### src/rtl/rt_merge_pkg.sv
// Shared types and helpers for the two-input round-robin FIFO merge stage.
package rt_merge_pkg;

  // Source index carried alongside each merged entry.
  typedef logic merge_src_t;

  // Depth of the output skid queue between the sources and downstream.
  localparam int MERGE_Q_DEPTH = 2;

  // Round-robin grant between two show-ahead sources.
  // Returns a one-hot (or zero) grant vector: bit 0 = source 0, bit 1 = source 1.
  // On contention the source that did not win last time is chosen.
  function automatic logic [1:0] rr_grant(
    input logic       empty0,
    input logic       empty1,
    input merge_src_t last_grant
  );
    logic [1:0] grant;
    grant = 2'b00;
    if (!empty0 && !empty1) begin
      grant = last_grant ? 2'b01 : 2'b10;
    end else if (!empty0) begin
      grant = 2'b01;
    end else if (!empty1) begin
      grant = 2'b10;
    end
    return grant;
  endfunction

endpackage

### src/rtl/ff_ar.sv
// Plain D flop bank with asynchronous active-high reset to a parameterised value.
module ff_ar #(
  parameter int             W       = 1,
  parameter logic [W-1:0]   RST_VAL = '0
) (
  input  logic         clk,
  input  logic         rst,
  input  logic [W-1:0] d,
  output logic [W-1:0] q
);

  // Register d every cycle; rst forces RST_VAL immediately.
  // NOTE: sequential state uses non-blocking assignment so every flop samples pre-edge values.
  always_ff @(posedge clk or posedge rst) begin
    if (rst) begin
      q <= RST_VAL;
    end else begin
      q <= d;
    end
  end

endmodule

### src/rtl/ff_ar_en.sv
// D flop bank with load enable and asynchronous active-high reset.
module ff_ar_en #(
  parameter int             W       = 1,
  parameter logic [W-1:0]   RST_VAL = '0
) (
  input  logic         clk,
  input  logic         rst,
  input  logic         en,
  input  logic [W-1:0] d,
  output logic [W-1:0] q
);

  // Load d when en is high, otherwise hold; rst forces RST_VAL immediately.
  always_ff @(posedge clk or posedge rst) begin
    if (rst) begin
      q <= RST_VAL;
    end else if (en) begin
      q <= d;
    end
  end

endmodule

### src/rtl/out_q2.sv
// Two-entry in-order output queue (head + skid tail) with a valid/stall read side.
// The head register always drives the downstream data; the tail only fills when
// a push arrives while the head is stalled.
module out_q2
  import rt_merge_pkg::*;
#(
  parameter int W = 33
) (
  input  logic         clk,
  input  logic         rst,
  input  logic         push,
  input  logic [W-1:0] push_data,
  input  logic         pop_ok,
  output logic         valid,
  output logic [W-1:0] head_data,
  output logic         full
);

  localparam logic [1:0] OCC_FULL = 2'(MERGE_Q_DEPTH);

  logic [1:0]   occ;
  logic [1:0]   occ_d;
  logic [W-1:0] head_q;
  logic [W-1:0] head_d;
  logic [W-1:0] tail_q;
  logic         head_en;
  logic         tail_en;
  logic         xfer;

  assign valid     = (occ != 2'd0);
  assign full      = (occ == OCC_FULL);
  assign xfer      = valid & pop_ok;
  assign head_data = head_q;

  // Decide which queue register loads this cycle and the next occupancy.
  // NOTE: every signal written here gets a default first so no latch is inferred.
  always_comb begin
    head_en = 1'b0;
    head_d  = push_data;
    tail_en = 1'b0;
    occ_d   = occ;
    case (occ)
      2'd0: begin
        head_en = push;
        occ_d   = push ? 2'd1 : 2'd0;
      end
      2'd1: begin
        // Simultaneous push and transfer replaces the head and keeps occ at 1.
        head_en = push & xfer;
        tail_en = push & ~xfer;
        occ_d   = 2'(occ + {1'b0, push} - {1'b0, xfer});
      end
      2'd2: begin
        // Full: no push can arrive, the skid entry moves up on transfer.
        head_en = xfer;
        head_d  = tail_q;
        occ_d   = xfer ? 2'd1 : 2'd2;
      end
      default: begin
        occ_d = 2'd0;
      end
    endcase
  end

  // NOTE: the two data registers are reset as well, so ds_data reads 0 out of reset.
  ff_ar #(.W(2), .RST_VAL(2'd0)) u_occ (
    .clk (clk),
    .rst (rst),
    .d   (occ_d),
    .q   (occ)
  );

  ff_ar_en #(.W(W), .RST_VAL('0)) u_head (
    .clk (clk),
    .rst (rst),
    .en  (head_en),
    .d   (head_d),
    .q   (head_q)
  );

  ff_ar_en #(.W(W), .RST_VAL('0)) u_tail (
    .clk (clk),
    .rst (rst),
    .en  (tail_en),
    .d   (push_data),
    .q   (tail_q)
  );

`ifndef SYNTHESIS
  // Occupancy is bounded by the queue depth.
  occ_bound_a: assert property (@(posedge clk) disable iff (rst) occ <= OCC_FULL);
  // The producer never pushes into a full queue.
  no_push_full_a: assert property (@(posedge clk) disable iff (rst) !(push && full));
`endif

endmodule

### src/rtl/rr_fifo_merge2.sv
// Two-input round-robin merge of show-ahead FIFO sources into a valid/stall stream.
// Pops at most one source per cycle, tags the entry with its source index and
// queues it in a 2-entry skid buffer. rdreq depends only on registered state,
// rst and the empty inputs, never on ds_stall.
module rr_fifo_merge2
  import rt_merge_pkg::*;
#(
  parameter int   WIDTH    = 32,
  parameter logic FAIR_RST = 1'b1
) (
  input  logic             clk,
  input  logic             rst,
  input  logic             empty0,
  input  logic [WIDTH-1:0] data0,
  output logic             rdreq0,
  input  logic             empty1,
  input  logic [WIDTH-1:0] data1,
  output logic             rdreq1,
  output logic             ds_valid,
  output logic [WIDTH-1:0] ds_data,
  output merge_src_t       ds_src,
  input  logic             ds_stall
);

  localparam int PW = WIDTH + 1;

  merge_src_t    last_grant;
  merge_src_t    push_src;
  logic [1:0]    grant;
  logic          can_pop;
  logic          full;
  logic          pop;
  logic [PW-1:0] push_data;
  logic [PW-1:0] head;

  // Room in the queue is judged from registered occupancy only.
  assign can_pop = ~full;
  assign grant   = rr_grant(empty0, empty1, last_grant);

  assign rdreq0  = ~rst & can_pop & grant[0];
  assign rdreq1  = ~rst & can_pop & grant[1];
  assign pop     = rdreq0 | rdreq1;

  // The popped entry is tagged with the granted source and its head data.
  assign push_src  = rdreq1;
  assign push_data = {push_src, (push_src ? data1 : data0)};

  // last_grant remembers the most recent winner; it only moves on an actual pop.
  ff_ar_en #(.W(1), .RST_VAL(FAIR_RST)) u_last_grant (
    .clk (clk),
    .rst (rst),
    .en  (pop),
    .d   (push_src),
    .q   (last_grant)
  );

  out_q2 #(.W(PW)) u_out_q (
    .clk       (clk),
    .rst       (rst),
    .push      (pop),
    .push_data (push_data),
    .pop_ok    (~ds_stall),
    .valid     (ds_valid),
    .head_data (head),
    .full      (full)
  );

  assign ds_src  = head[WIDTH];
  assign ds_data = head[WIDTH-1:0];

`ifndef SYNTHESIS
  // Only one source is popped per cycle.
  one_rdreq_a: assert property (@(posedge clk) disable iff (rst) !(rdreq0 && rdreq1));
  // A source is never popped while it reports empty.
  no_pop_empty0_a: assert property (@(posedge clk) disable iff (rst) !(rdreq0 && empty0));
  no_pop_empty1_a: assert property (@(posedge clk) disable iff (rst) !(rdreq1 && empty1));
`endif

endmodule

### config.mk
export PLATFORM = sky130hd
export DESIGN_NAME = rr_fifo_merge2
export DESIGN_NICKNAME = d
export VERILOG_FILES = /design/src/rtl/rt_merge_pkg.sv /design/src/rtl/ff_ar.sv /design/src/rtl/ff_ar_en.sv /design/src/rtl/out_q2.sv /design/src/rtl/rr_fifo_merge2.sv
export SDC_FILE = /design/constraint.sdc
export NUM_CORES = 1
export LEC_CHECK = 0
export ABC_CLOCK_PERIOD_IN_PS = 2650
export CORE_UTILIZATION = 48
export CTS_CLUSTER_SIZE = 25
export DETAILED_ROUTE_END_ITERATION = 10
export PLACE_DENSITY = 0.85
export SETUP_SLACK_MARGIN = 0.02
export SLEW_MARGIN = 10
export SYNTH_ARGS = -nofsm -noshare
export SYNTH_HDL_FRONTEND = slang
export SYNTH_SLANG_ARGS = --single-unit
### constraint.sdc
create_clock -name clk -period 2.65 [get_ports clk]
set_input_delay 0.53 -clock clk [delete_from_list [all_inputs] [get_ports clk]]
set_output_delay 0.53 -clock clk [all_outputs]
set_load 0.02 [all_outputs]
==> results of run 1 <==
layer usage:
| layer | global-route usage | vias to the layer above |
|---|---|---|
| met5 | 0 | - |
| met4 | 0.0901 | 0 |
| met3 | 0.0567 | 12 |
| met2 | 0.444 | 121 |
| met1 | 0.315 | 1625 |
| li1 | - | 1609 |
cell type report:
type | instances | area, sq um | share of cell area
Clock buffer | 11 | 141 | 0.0283
Clock inverter | 4 | 25.0 | 0.00502
Timing Repair Buffer | 122 | 1190 | 0.238
Tap cell | 99 | 124 | 0.0248
Multi-Input combinational cell | 286 | 1760 | 0.353
Inverter | 5 | 18.8 | 0.00376
Sequential cell | 69 | 1730 | 0.346
worst max-delay path: stages:
cell	delay [ns]
clkdlybuf4s50_1	0.55
nor2_1	0.06
nor4_1	0.16
clkdlybuf4s50_1	0.64
logic make-up after synthesis:
family	after synthesis	synth area share
XOR/XNOR	1	0.00235
flip-flops	69	0.463
adder cells (fa/ha/maj)	2	0.00670
multiplexers	32	0.0858
AO/OA/AOI/OAI	139	0.223
AND/OR/NAND/NOR	112	0.155
buffers and inverters	39	0.0650
synth_stat cells:
cell,instances
dfrtp_1,68
nand2_1,67
o21ai_1,63
a21oi_1,34
a211oi_1,32
and3_1,32
mux2i_1,32
buf_2,13
clkbuf_1,6
buf_6,5
inv_1,5
buf_4,4
clkbuf_2,4
buf_8,2
ha_1,2
nor2_1,2
o21ai_0,2
a2111oi_2,1
a211oi_4,1
a21o_1,1
a21oi_4,1
a221o_2,1
a22o_1,1
and2_1,1
and2b_2,1
dfstp_2,1
nand3_2,1
nand3b_4,1
nor2_2,1
nor2_4,1
nor2b_1,1
nor2b_4,1
nor3b_4,1
nor4_1,1
o31ai_1,1
o41ai_1,1
or2b_4,1
xor2_1,1
worst paths after layout:
path	startpoint	end	slack, ns	cells after the start
setup / recovery	empty1	rdreq0	0.18	4
hold / removal	u_out_q.u_head.q[17]$_DFFE_PP0P_	u_out_q.u_head.q[17]$_DFFE_PP0P_	0.48	2
setup reg to reg	u_out_q.u_occ.q[1]$_DFF_PP0_	u_out_q.u_occ.q[0]$_DFF_PP0_	0.69	5
hold reg to reg	u_out_q.u_head.q[17]$_DFFE_PP0P_	u_out_q.u_head.q[17]$_DFFE_PP0P_	0.48	2
max in group asynchronous	rst	u_out_q.u_tail.q[19]$_DFFE_PP0P_	1.53	4
min in group asynchronous	rst	u_out_q.u_occ.q[0]$_DFF_PP0_	0.83	4
registers in the layout, summed over array words and instances, names as in the netlist:
signal and count:
u_out_q.u_occ.q 2, u_last_grant.q 1, u_out_q.u_tail.q 33, u_out_q.u_head.q 33
cell usage in the layout, fill, tap and decap left out, types with 2 or more instances in the layout:
cell,count
ha_1,2
a21oi_1,34
buf_4,17
nand2_1,67
a211oi_1,32
mux2i_1,32
clkbuf_8,10
inv_1,4
o21ai_0,2
clkinv_2,2
and3_1,32
o21ai_1,63
clkinvlp_4,2
dfrtp_1,68
nor2_1,2
clkdlybuf4s50_1,104
where the power goes:
group          leakage, nW  internal [mW]  switching (mW)
Clock               0.0812          0.357           0.392
Combinational         1.40          0.932            1.07
Sequential           0.866           1.53           0.279
==> results.py, run 1 <==
metrics = {
    "logic_synthesis": {
        "yosys.area.top_type_share": 0.456,
        "synthCells": 394,
        "synth_area_leader_cell": "dfrtp_1",
        "ys_ff_latch": 69,
        "synth.distinct_cells": 38,
        "syn_nets": 465,
        "synth.area.top_cells": "dfrtp_1, mux2i_1, o21ai_1",
        "syn_area_sq_um": 3730,
        "ys_warn_count": 0,
        "seq_area_frac_synth": 0.463,
        "syn_avg_cell_area_sq_um": 9.48,
    },
    "detailed_routing": {
        "drcViolationCount": 0,
        "routed-wl-met3_um": 490,
        "ant_nets": 0,
        "drt-met1-wl_um": 4330,
        "wl_per_cell_um": 16.6,
        "first_pass_iters": 4,
        "vias_per_cell": 5.65,
        "wirelength_um": 9890,
        "dr.max_layer_used": "met4",
        "vias": 3367,
        "dr_wl_met2_um": 4950,
        "drt_iter0_drc": 160,
    },
    "job": {
        "maxCapViolCount": 0,
    },
    "cells_and_area": {
        "final_area_sq_um": 4990,
        "utilization": 0.677,
        "finalNonFillerCells": 596,
        "layout-drive-gt1-share": 0.0926,
        "fin_nets": 564,
        "synthToLayoutAreaGrowth_pct": 33.6,
        "antenna_cells": 0,
        "nFillCells": 598,
    },
    "cts": {
        "clk_latency_ns": 0.34,
        "cts_htree_levels": 3,
        "hold_buffers": 0,
        "postCtsSetupBuffers": 0,
        "cts_buffers": 9,
        "ctsRootBufferMaster": "clkbuf_8",
        "clockBufferDepth": 2,
        "path_clk_slew_ns": 0.07,
        "clkSinkCount": 69,
        "cts_resized": 0,
        "cts_tree": "done",
    },
    "floorplanning": {
        "num_rows": 31,
        "die_y_um": 90.2,
        "initial_core_util": 0.507,
        "io_pins": 105,
        "dieArea_sq_um": 8140,
        "fp.dieW_um": 90.2,
        "core_sq_um": 7370,
    },
    "sta": {
        "min_period_ns": 2.47,
        "final.setup.tns_ns": 0,
        "setup-violations-final": 0,
        "tightest_slew_ns": 0.590,
        "worst_slack_ns": 0.176,
        "finalMaxSlewViolations": 0,
        "clock_skew_ns": 0.00855,
        "timing.slew.headroom": 0.606,
        "holdWs_ns": 0.483,
        "grt_setup_unrepaired": "false",
        "fmax_mhz": 404,
        "fin_crit_sh": 0.934,
        "finalHoldViolations": 0,
    },
    "grt": {
        "grt_pass1_vias": 3570,
        "grt_antenna_before_repair": 0,
        "grt_overflow": 0,
        "grt_use_total": 0.257,
        "grt_max_degree": 70,
        "grt_first_pass_wirelength_um": 16600,
    },
    "place": {
        "dp_hpwl_um": 6510,
        "gp_congestion": 0.753,
        "placed_area_sq_um": 4820,
        "io_buffers": 104,
        "placed_cells": 581,
        "place_ws_ns": 0.175,
    },
    "setup_path": {
        "crit_path_end_kind": "output pin",
        "worstSetupPathType": "primary input to output pin",
        "crit_path_start_kind": "primary input",
        "crit_arrival_ns": 1.94,
        "worst-path-max-fanout": 3,
        "required_ns": 2.12,
    },
    "hold_path": {
        "worstHoldPathType": "register to register",
    },
    "power_and_ir_drop": {
        "p_leak_nw": 2.35,
        "finalPower_mw": 4.56,
        "power_density_nw_per_um2": 913,
        "max-vdd-ir-drop_uv": 445,
    },
    "run_status": {
        "status": "completed",
    },
}
Power figures use the tool's default switching activity.
==> run 2: changes to the inputs <==
--- a/config.mk
+++ b/config.mk
@@ -9,8 +9,10 @@
 export CORE_UTILIZATION = 48
 export CTS_CLUSTER_SIZE = 25
 export DETAILED_ROUTE_END_ITERATION = 10
+export GPL_TIMING_DRIVEN = 0
 export PLACE_DENSITY = 0.85
 export SETUP_SLACK_MARGIN = 0.02
+export SKIP_LAST_GASP = 1
 export SLEW_MARGIN = 10
 export SYNTH_ARGS = -nofsm -noshare
 export SYNTH_HDL_FRONTEND = slang
==> run 2 against run 1 <==
Net effect:
- global-route usage up 0.41 points
- sequential cell count is the same
- first-iteration DRC count grew 28%
- fmax is 2.1% lower
- via count grew 4.9%
- count of clock-buffer cells in the layout increased by 1
- final cell count increased by 3.2%
- critical path type is now register to output pin
==> results.py, run 2 (synthesis gave the netlist of run 1 again) <==
metrics = {
    "floorplanning": {
        "num_rows": 31,
        "initial_core_util": 0.507,
        "fp.dieW_um": 90.2,
        "core_sq_um": 7370,
        "die_y_um": 90.2,
        "dieArea_sq_um": 8140,
        "io_pins": 105,
    },
    "cts": {
        "hold_buffers": 0,
        "clockBufferDepth": 2,
        "cts_buffers": 9,
        "cts_htree_levels": 3,
        "clk_latency_ns": 0.33,
        "cts_tree": "done",
        "clkSinkCount": 69,
        "path_clk_slew_ns": 0.07,
        "ctsRootBufferMaster": "clkbuf_8",
    },
    "cells_and_area": {
        "final_cell_mix": "clkdlybuf4s50_1, dfrtp_1, nand2_1, o21ai_1, a21oi_1",
        "layout-drive-gt1-share": 0.112,
        "utilization": 0.694,
        "fin_nets": 582,
        "regArea_sq_um": 1730,
        "antenna_cells": 0,
        "multiInputGateArea_sq_um": 1760,
        "nFillCells": 578,
        "layout_commonest_cell": "clkdlybuf4s50_1",
        "finalNonFillerCells": 615,
        "top_regs": "u_out_q.u_head.q (33), u_out_q.u_tail.q (33), u_out_q.u_occ.q (2)",
        "synthToLayoutAreaGrowth_pct": 37.0,
    },
    "sta": {
        "min_period_ns": 2.53,
        "setup-violations-final": 0,
        "finalMaxSlewViolations": 0,
        "tightest_slew_ns": 0.482,
        "fmax_mhz": 396,
        "finalHoldViolations": 0,
        "grt_setup_unrepaired": "false",
        "clock_skew_ns": 0.00716,
        "timing.slew.headroom": 0.678,
        "fin_crit_sh": 0.954,
        "worst_slack_ns": 0.123,
    },
    "place": {
        "gp_congestion": 0.822,
        "io_buffers": 104,
        "place_ws_ns": -0.378,
        "dp_hpwl_um": 7420,
        "placed_cells": 598,
    },
    "grt": {
        "grt_overflow": 0,
        "grt_antenna_before_repair": 0,
        "grt_first_pass_wirelength_um": 16900,
        "grt_max_degree": 40,
        "grt_use_total": 0.261,
        "grt_pass1_vias": 3529,
    },
    "detailed_routing": {
        "wirelength_um": 10300,
        "first_pass_iters": 7,
        "vias": 3532,
        "drcViolationCount": 0,
        "ant_nets": 0,
        "wl_per_cell_um": 16.8,
        "drt_iter0_drc": 205,
        "vias_per_cell": 5.74,
    },
    "setup_path": {
        "crit_path_end_kind": "output pin",
        "crit_path_start_kind": "register",
        "worst-path-max-fanout": 10,
        "worstSetupPathType": "register to output pin",
        "required_ns": 2.12,
        "crit_arrival_ns": 2.00,
    },
    "run_status": {
        "status": "completed",
    },
    "power_and_ir_drop": {
        "p_leak_nw": 2.44,
        "power_density_nw_per_um2": 925,
        "max-vdd-ir-drop_uv": 468,
    },
    "hold_path": {
        "worstHoldPathType": "register to register",
    },
    "job": {
        "maxCapViolCount": 0,
    },
}
## run 2: final timing paths
check	startpoint	to	slack (ns)	depth (start not counted)
hold / removal	u_out_q.u_head.q[19]$_DFFE_PP0P_	u_out_q.u_head.q[19]$_DFFE_PP0P_	0.49	2
setup reg to reg	u_out_q.u_occ.q[1]$_DFF_PP0_	u_out_q.u_occ.q[0]$_DFF_PP0_	0.74	6
min in group asynchronous	rst	u_out_q.u_tail.q[3]$_DFFE_PP0P_	0.51	2
max in group asynchronous	rst	u_out_q.u_tail.q[16]$_DFFE_PP0P_	1.60	3
setup / recovery	u_last_grant.q$_DFFE_PP1N_	rdreq1	0.12	6
hold reg to reg	u_out_q.u_head.q[19]$_DFFE_PP0P_	u_out_q.u_head.q[19]$_DFFE_PP0P_	0.49	2
## run 2: through the flow
step | hold slack [ns] | area, sq um | total power [mW] | setup TNS (ns)
floorplan | 0.455 | 3730 | 3.00 | 0
global placement | 0.464 | 4900 | 3.81 | -70.73
detailed placement | 0.475 | 4920 | 3.90 | -0.378
CTS | 0.491 | 5110 | 4.74 | 0
global route | 0.511 | 5110 | 5.03 | 0
finish | 0.486 | 5110 | 4.73 | 0
## run 2: final cells by class
cell class,count,share of cell area
Tap cell,99,0.0242
Sequential cell,69,0.338
Multi-Input combinational cell,286,0.345
Inverter,5,0.00416
Clock buffer,12,0.0284
Buffer,34,0.0438
Clock inverter,4,0.00930
Timing Repair Buffer,106,0.208
## run 2: critical path, stage by stage, from the launching register on
cell and delay (ns):
dfstp_2 0.55, or2b_4 0.32, nand3b_4 0.09, buf_6 0.16
buf_6 0.18, inv_1 0.05, dlygate4sd2_1 0.31
## run 2: power by group
part | switching, mW | internal [mW] | total (mW)
Clock | 0.386 | 0.458 | 0.845
Combinational | 1.11 | 0.971 | 2.08
Sequential | 0.284 | 1.53 | 1.81
Total | 1.78 | 2.96 | 4.73
## run 2: routing by layer
| layer | share of wire | up-vias | track usage |
|---|---|---|---|
| li1 | - | 1646 | - |
| met1 | 0.43 | 1719 | 0.343 |
| met2 | 0.50 | 154 | 0.436 |
| met3 | 0.059 | 13 | 0.0525 |
| met4 | 0.011 | 0 | 0.0766 |
| met5 | 0 | - | 0 |
## run 2: what timing repair did
action / 4_1_cts / 5_1_grt
buffers inserted: 1 / 0
gates resized for setup: 5 / 0
endpoints found under the setup margin: 2 / 0
